==> src/rtl/cpu_defs.sv <==
// Shared encodings for the multi-cycle CPU: opcodes, controller states,
// datapath mux selects and the control word driven into the datapath.
package cpu_defs;

  localparam logic [5:0] OP_RTYPE = 6'b000000;
  localparam logic [5:0] OP_LW    = 6'b100011;
  localparam logic [5:0] OP_SW    = 6'b101011;
  localparam logic [5:0] OP_BEQ   = 6'b000100;
  localparam logic [5:0] OP_J     = 6'b000010;
  localparam logic [5:0] OP_ADDI  = 6'b001000;

  localparam logic [1:0] ALU_ADD   = 2'b00;
  localparam logic [1:0] ALU_SUB   = 2'b01;
  localparam logic [1:0] ALU_FUNCT = 2'b10;

  localparam logic [1:0] SRCB_REG  = 2'b00;
  localparam logic [1:0] SRCB_FOUR = 2'b01;
  localparam logic [1:0] SRCB_IMM  = 2'b10;
  localparam logic [1:0] SRCB_BOFF = 2'b11;

  localparam logic [1:0] PCSRC_ALU  = 2'b00;
  localparam logic [1:0] PCSRC_OUT  = 2'b01;
  localparam logic [1:0] PCSRC_JUMP = 2'b10;

  typedef enum logic [3:0] {
    S_IF    = 4'd0,
    S_ID    = 4'd1,
    S_MADDR = 4'd2,
    S_MRD   = 4'd3,
    S_MWB   = 4'd4,
    S_MWR   = 4'd5,
    S_REXE  = 4'd6,
    S_RWB   = 4'd7,
    S_BEQ   = 4'd8,
    S_JMP   = 4'd9,
    S_IEXE  = 4'd10,
    S_IWB   = 4'd11
  } state_t;

  typedef struct packed {
    logic       pc_write;
    logic       pc_write_cond;
    logic       iord;
    logic       mem_read;
    logic       mem_write;
    logic       ir_write;
    logic       mem_to_reg;
    logic       reg_dst;
    logic       reg_write;
    logic       alu_src_a;
    logic [1:0] alu_src_b;
    logic [1:0] alu_op;
    logic [1:0] pc_source;
    logic       instr_done;
  } ctrl_t;

endpackage

==> src/rtl/ctrl_decode.sv <==
// Moore decode: maps the controller state onto the datapath control word.
// Unlisted fields and unused state codes decode to all zeros.
module ctrl_decode
  import cpu_defs::*;
(
  input  state_t state,
  output ctrl_t  ctrl
);

  always_comb begin
    ctrl = '0;
    unique case (state)
      S_IF: begin
        ctrl.mem_read  = 1'b1;
        ctrl.ir_write  = 1'b1;
        ctrl.alu_src_b = SRCB_FOUR;
        ctrl.alu_op    = ALU_ADD;
        ctrl.pc_source = PCSRC_ALU;
        ctrl.pc_write  = 1'b1;
      end
      S_ID: begin
        ctrl.alu_src_b = SRCB_BOFF;
        ctrl.alu_op    = ALU_ADD;
      end
      S_MADDR, S_IEXE: begin
        ctrl.alu_src_a = 1'b1;
        ctrl.alu_src_b = SRCB_IMM;
        ctrl.alu_op    = ALU_ADD;
      end
      S_MRD: begin
        ctrl.mem_read = 1'b1;
        ctrl.iord     = 1'b1;
      end
      S_MWB: begin
        ctrl.reg_write  = 1'b1;
        ctrl.mem_to_reg = 1'b1;
        ctrl.instr_done = 1'b1;
      end
      S_MWR: begin
        ctrl.mem_write  = 1'b1;
        ctrl.iord       = 1'b1;
        ctrl.instr_done = 1'b1;
      end
      S_REXE: begin
        ctrl.alu_src_a = 1'b1;
        ctrl.alu_src_b = SRCB_REG;
        ctrl.alu_op    = ALU_FUNCT;
      end
      S_RWB: begin
        ctrl.reg_write  = 1'b1;
        ctrl.reg_dst    = 1'b1;
        ctrl.instr_done = 1'b1;
      end
      S_BEQ: begin
        ctrl.alu_src_a     = 1'b1;
        ctrl.alu_src_b     = SRCB_REG;
        ctrl.alu_op        = ALU_SUB;
        ctrl.pc_write_cond = 1'b1;
        ctrl.pc_source     = PCSRC_OUT;
        ctrl.instr_done    = 1'b1;
      end
      S_JMP: begin
        ctrl.pc_write   = 1'b1;
        ctrl.pc_source  = PCSRC_JUMP;
        ctrl.instr_done = 1'b1;
      end
      S_IWB: begin
        ctrl.reg_write  = 1'b1;
        ctrl.instr_done = 1'b1;
      end
      default: ;
    endcase
  end

endmodule

==> src/rtl/multicycle_ctrl.sv <==
// Multi-cycle CPU control FSM: state register, opcode-driven sequencing
// and reset gating of the Moore-decoded control word.
module multicycle_ctrl
  import cpu_defs::*;
(
  input  logic       clk,
  input  logic       rst,
  input  logic [5:0] op,
  input  logic       zero,
  output logic       pc_write,
  output logic       pc_write_cond,
  output logic       iord,
  output logic       mem_read,
  output logic       mem_write,
  output logic       ir_write,
  output logic       mem_to_reg,
  output logic       reg_dst,
  output logic       reg_write,
  output logic       alu_src_a,
  output logic [1:0] alu_src_b,
  output logic [1:0] alu_op,
  output logic [1:0] pc_source,
  output logic       instr_done,
  output logic       illegal_op,
  output logic [3:0] state
);

  state_t state_q;
  state_t state_d;
  logic   illegal;
  ctrl_t  ctrl;
  ctrl_t  ctrl_g;

  // Branches resolve in the datapath via pc_write_cond & zero.
  logic unused_zero;
  assign unused_zero = zero;

  always_ff @(posedge clk) begin
    if (rst) state_q <= S_IF;
    else     state_q <= state_d;
  end

  always_comb begin
    state_d = S_IF;
    illegal = 1'b0;
    case (state_q)
      S_IF: state_d = S_ID;
      S_ID: begin
        case (op)
          OP_LW, OP_SW: state_d = S_MADDR;
          OP_RTYPE:     state_d = S_REXE;
          OP_BEQ:       state_d = S_BEQ;
          OP_J:         state_d = S_JMP;
          OP_ADDI:      state_d = S_IEXE;
          default: begin
            state_d = S_IF;
            illegal = 1'b1;
          end
        endcase
      end
      S_MADDR: state_d = (op == OP_LW) ? S_MRD : S_MWR;
      S_MRD:   state_d = S_MWB;
      S_REXE:  state_d = S_RWB;
      S_IEXE:  state_d = S_IWB;
      default: state_d = S_IF;
    endcase
  end

  ctrl_decode u_decode (
    .state (state_q),
    .ctrl  (ctrl)
  );

  assign ctrl_g = rst ? '0 : ctrl;

  assign pc_write      = ctrl_g.pc_write;
  assign pc_write_cond = ctrl_g.pc_write_cond;
  assign iord          = ctrl_g.iord;
  assign mem_read      = ctrl_g.mem_read;
  assign mem_write     = ctrl_g.mem_write;
  assign ir_write      = ctrl_g.ir_write;
  assign mem_to_reg    = ctrl_g.mem_to_reg;
  assign reg_dst       = ctrl_g.reg_dst;
  assign reg_write     = ctrl_g.reg_write;
  assign alu_src_a     = ctrl_g.alu_src_a;
  assign alu_src_b     = ctrl_g.alu_src_b;
  assign alu_op        = ctrl_g.alu_op;
  assign pc_source     = ctrl_g.pc_source;
  assign instr_done    = ctrl_g.instr_done;
  assign illegal_op    = illegal & ~rst;
  assign state         = state_q;

endmodule

==> config.mk <==
export PLATFORM = sky130hd
export DESIGN_NAME = multicycle_ctrl
export DESIGN_NICKNAME = d
export VERILOG_FILES = /design/src/rtl/cpu_defs.sv /design/src/rtl/ctrl_decode.sv /design/src/rtl/multicycle_ctrl.sv
export SDC_FILE = /design/constraint.sdc
export NUM_CORES = 1
export LEC_CHECK = 0
export CORE_ASPECT_RATIO = 0.8
export CORE_MARGIN = 1.5
export CORE_UTILIZATION = 30
export CTS_CLUSTER_DIAMETER = 40
export DETAILED_ROUTE_END_ITERATION = 10
export PLACE_DENSITY = 0.7
export SYNTH_ARGS = -nofsm -noshare
export SYNTH_HDL_FRONTEND = slang
export SYNTH_SLANG_ARGS = --single-unit
==> constraint.sdc <==
create_clock -name clk -period 1.3 [get_ports clk]
set_clock_uncertainty 0.05 [all_clocks]
set_input_delay 0.13 -clock clk [delete_from_list [all_inputs] [get_ports clk]]
set_output_delay 0.13 -clock clk [all_outputs]
set_load 0.005 [all_outputs]
### Yosys cells after proc, flatten, opt, wreduce, memory -nomap -nowiden

Cells that the tools add are included.

| word-level totals | value |
|---|---|
| output and inout port bits | 22 |
| flip-flop bits (word level) | 4 |
| logic and storage cells | 49 |
| bits of input ports | 9 |

| operators by class | value |
|---|---|
| equality and inequality tests | 16 |
| reductions and logical operators | 11 |
| bitwise operators | 2 |
| muxes and demuxes | 19 |

Operator list:

| operator | number |
|---|---|
| $pmux 4 s5 | 2 |
| $pmux 4 s6 | 1 |
| $mux 17 | 1 |
| $eq 4x3->1 const B | 4 |
| $eq 4x4->1 const B | 4 |
| $mux 1 | 13 |
| $eq 6x6->1 const B | 2 |
| $reduce_or 6->1 | 2 |
| $reduce_or 2->1 | 5 |
| $eq 4x2->1 const B | 2 |
| $eq 6x2->1 const B | 1 |
| $eq 6x3->1 const B | 1 |
| $eq 6x4->1 const B | 1 |
| $logic_not 6->1 | 1 |
| $eq 4x1->1 const B | 1 |
| $logic_not 4->1 | 1 |
| $pmux 2 s2 | 1 |
| $reduce_or 4->1 | 1 |
| $mux 3 | 1 |
| $reduce_or 3->1 | 1 |
| $and 1x1->1 | 1 |
| $not 1->1 | 1 |

### Depth between registers and ports, before layout

| depth | value |
|---|---|
| word-level depth | 5 |
| mapped depth | 5 |
| mapped depth without buffers | 3 |

### Hierarchy

Synthesis repeated with hierarchy kept, for this count alone.

| second synthesis, totals | value |
|---|---|
| cell total of the unflattened synthesis | 86 |
| area, all modules | 598.1 µm² |

Modules (own cells, without submodules):

| module | area each (µm²) | instances | cells an instance | seq. area each (µm²) |
|---|---|---|---|---|
| multicycle_ctrl | 397.9 | 1 | 55 | 80.1 |
| ctrl_decode | 200.2 | 1 | 31 | 0.0 |

### Worst setup path before layout

Ideal clock, no wire load.

| path | value |
|---|---|
| path type | flip-flop to output port |
| from | register state_q[2] (netlist: state[2]) |
| to | output pc_source[0] |
| stages on the path, launching flop included | 6 |
| data required time | 1,120 ps |
| arrival time | 1,165 ps |
| buffers on the path | 2 |
| setup slack | -45 ps |
| cells stage by stage | dfxtp_1 -> clkbuf_8 -> nor2_1 -> nand2_1 -> nor3_1 -> buf_4 |

| between the ends | value |
|---|---|
| word-level cells in the longest chain between the ends | 3 |
| elaborated cells between the ends (all ways) | 4 |
| classes of those cells | eq/ne: 2; mux: 2 |

RTL lines:

| what | RTL line | source |
|---|---|---|
| from (decl) | multicycle_ctrl.sv:28 | `state_t state_q;` |
| from (signal assigned) | multicycle_ctrl.sv:40 | `else state_q <= state_d;` |
| $eq 4x4->1 | ctrl_decode.sv:12 | `unique case (state)` |
| $pmux 2 s2 (*) | ctrl_decode.sv:12 |  |
| $mux 17 (*) | multicycle_ctrl.sv:74 | `assign ctrl_g = rst ? '0 : ctrl;` |
| to (decl) | multicycle_ctrl.sv:22 | `output logic [1:0] pc_source,` |

Mark *: on every way between the ends. The rest lies on a longest branch, timed or not.

### Worst setup path after layout

| path | value |
|---|---|
| from | register state_q[3] (netlist: state[3]) |
| to | output mem_read |

| between the ends | value |
|---|---|
| word-level cells in the longest chain between the ends | 4 |
| elaborated cells between the ends (all ways) | 5 |
| classes of those cells | eq/ne: 1; mux: 2; reduce/logical: 2 |

RTL lines:

| what | RTL line | source |
|---|---|---|
| $eq 4x2->1 or $logic_not 4->1 (tied branches) | ctrl_decode.sv:12 |  |
| $reduce_or 2->1 (no source line) (*) | n/a |  |
| $mux 1 (*) | ctrl_decode.sv:12 |  |
| $mux 17 (*) | multicycle_ctrl.sv:74 |  |
| to (decl) | multicycle_ctrl.sv:13 | `output logic mem_read,` |

Marks and branches as above.

==> impl_metrics.toml <==
[clocking]
htreeDepth = 1
clk_latency_ps = 240
cts_root_buf = "clkbuf_4"
tritoncts = "built"
clockBufferDepth = 2
clkSinkCount = 4
clk_pin_slew_worst_paths_ps = 40
cts_buffers = 3

[sta]
finalSetupViolCount = 20
drv_slew = 0
setup_ws_ps = -254
worst_slew_pin_slew_ps = 244
hold_viol = 0
slew_headroom_pct = 83.6
rsz0062_at_grt = "true"
max_freq_mhz = 643
setup_tns_ps = -2730
holdWs_ps = 344
fin_crit_sh_pct = 120
fin_crit_ps = 1550

[logic_synthesis]
syn_area_um2 = 562
avgSynthCellArea_um2 = 7.49
ys_seq_area_share_pct = 14.3
synth_edf_count = 0
syn_inst = 75
yosys_warnings = 0
syn_nets = 84
async_flop_share_pct = 0
ys_types = 38
synth_top_flop_cell = "dfxtp_1"
synth-seq-cells = 4

[finish]
n_antenna_cell = 0
fin_area_um2 = 1300
flow.area_growth_from_synthesis_pct = 132
most-common-layout-cells = "buf_4 (23), buf_6 (17), buf_2 (14), dlygate4sd2_1 (10), nor2_1 (8)"
num-fill-cells = 135
final_common_cell = "buf_4"
largest_register_ff_count = 4
nets = 150
drive_gt1_share_pct = 66.2

[die]
core-area_um2 = 1690
die_h_um = 41.7
die_w_um = 51.4
start_util_pct = 33.2
placement_rows = 13
io_pins = 31
dieArea_um2 = 2140

[place]
pre_cts_ws_ps = -603
globalplace.congestion = 0.811
placed_cell_area_um2 = 993
portBuffers = 29
dp_hpwl_um = 1440

[worst_setup_path]
worstPathMaxFanout = 5
path_class = "register to output pin"
max_stage_delay_ps = 380
end_kind = "output pin"
cp_slowest_cell = "or3_4"
arrival_ps = 1370
r2r_cells = 4
cp_cell_sequence = "or3_4 -> buf_6 -> nor3_4 -> buf_2"
cp_data_required_time_ps = 1120
startpoint_type = "register"

[drt]
met3_length_um = 92
viasPerCell = 5.15
drt_iter0_drc = 8
drtPass1Iterations = 4
drc = 0
vias = 829
routed_wl_um = 2390
final_antenna_net_count = 0
highest_layer = "met4"
routedWlPerCell_um = 14.9
met1_length_um = 1050
wl_met2_um = 1180

[status]
violations = "negative setup slack"
status = "finished, violations left"

[power]
power_density_nw_per_um2 = 422
leakage_nw = 0.610
p_sw_mw = 0.177
ir_worst_vdd_mv = 0.288
p_int_mw = 0.372
clkPwrFrac_pct = 29.3
sw_frac_of_total_pct = 32.2
p_seq_share_pct = 23.5
combPwrFrac_pct = 47.2

[hold_path]
min_path_type = "primary input to register"
hold_depth = 5

[global_routing]
grt-ovfl-total = 0
track_usage_pct = 23.5
antenna_found_initial = 0
grt_pass1_vias = 838
grt_max_degree = 9
grt_pass1_wl_um = 3750

[job]
max_cap_viol_count = 0
==> critical path, delay by kind of cell (launching register included) <==
family	cells	cell delay, ps
DFF	1	360
buffers and inverters	2	270
and+or+nand+nor	2	490
==> cell families (layout without fill, tap and decap cells) <==
kind of cell              count (synthesis)  after routing  synth area share [%]
DFF                                       4              4                  14.3
xor gates and xnor gates                  5              5                  7.79
AOI/OAI and AO/OA                        15             15                  22.3
and+or+nand+nor                          43             43                  41.7
buffers and inverters                     8             72                  14.0
==> per-stage QoR <==
| stage | instances | total power [mW] | util (%) |
|---|---|---|---|
| 2_1_floorplan | 75 | 0.207 | - |
| 3_3_place_gp | 143 | 0.309 | 58.7 |
| 3_5_place_dp | 143 | 0.312 | 58.7 |
| 4_1_cts | 160 | 0.536 | 74.2 |
| 5_1_grt | 161 | 0.569 | 77.0 |
| 6_report | 161 | 0.549 | 77.0 |
==> power by group through the flow <==
stage	Combinational [mW]	Clock (mW)	Sequential (mW)
5_1_grt	0.275	0.164	0.129
4_1_cts	0.246	0.162	0.129
6_report	0.260	0.161	0.129
3_3_place_gp	0.169	0	0.140
2_1_floorplan	0.0757	0	0.132
3_5_place_dp	0.172	0	0.140
==> synth_stat cells, types with 2 or more instances <==
library cell	instances	area (µm²)
nor2_1	13	48.8
buf_6	3	33.8
nand4_1	2	12.5
nand3_1	2	10.0
nand2b_1	2	12.5
xor2_1	5	43.8
dfxtp_1	4	80.1
clkbuf_8	2	27.5
nor4b_1	2	17.5
nor3_1	7	35.0
nand2_1	6	22.5
==> routing by layer <==
metal / track usage (%) / vias up
met5: 0 / -
met2: 39.2 / 25
li1: - / 410
met1: 26.7 / 386
met3: 3.24 / 8
met4: 17.9 / 0
==> layout make-up <==
| type | instances | area [µm²] | share of cell area (%) |
|---|---|---|---|
| well taps | 22 | 27.5 | 2.11 |
| flip-flops and latches | 4 | 92.6 | 7.11 |
| clock buffers | 3 | 22.5 | 1.73 |
| multi-input cells | 63 | 579 | 44.5 |
| repair buffers | 69 | 581 | 44.6 |
==> final timing paths <==
check                           slack [ps]  startpoint        to
worst max register to register        -110    state[0]  state[2]
worst min register to register         690    state[2]  state[3]
worst max-delay path                  -250    state[3]  mem_read
worst min-delay path                   340       op[4]  state[3]
==> what timing repair did <==
| item | in CTS | in global routing |
|---|---|---|
| gates resized for setup | 121 | 13 |
| hold buffers | 0 | 0 |
| pin swaps | 20 | 11 |
| buffers inserted | 14 | 1 |
| endpoints found under the setup margin | 25 | 22 |
No activity file was read; power rests on OpenSTA's default activity.
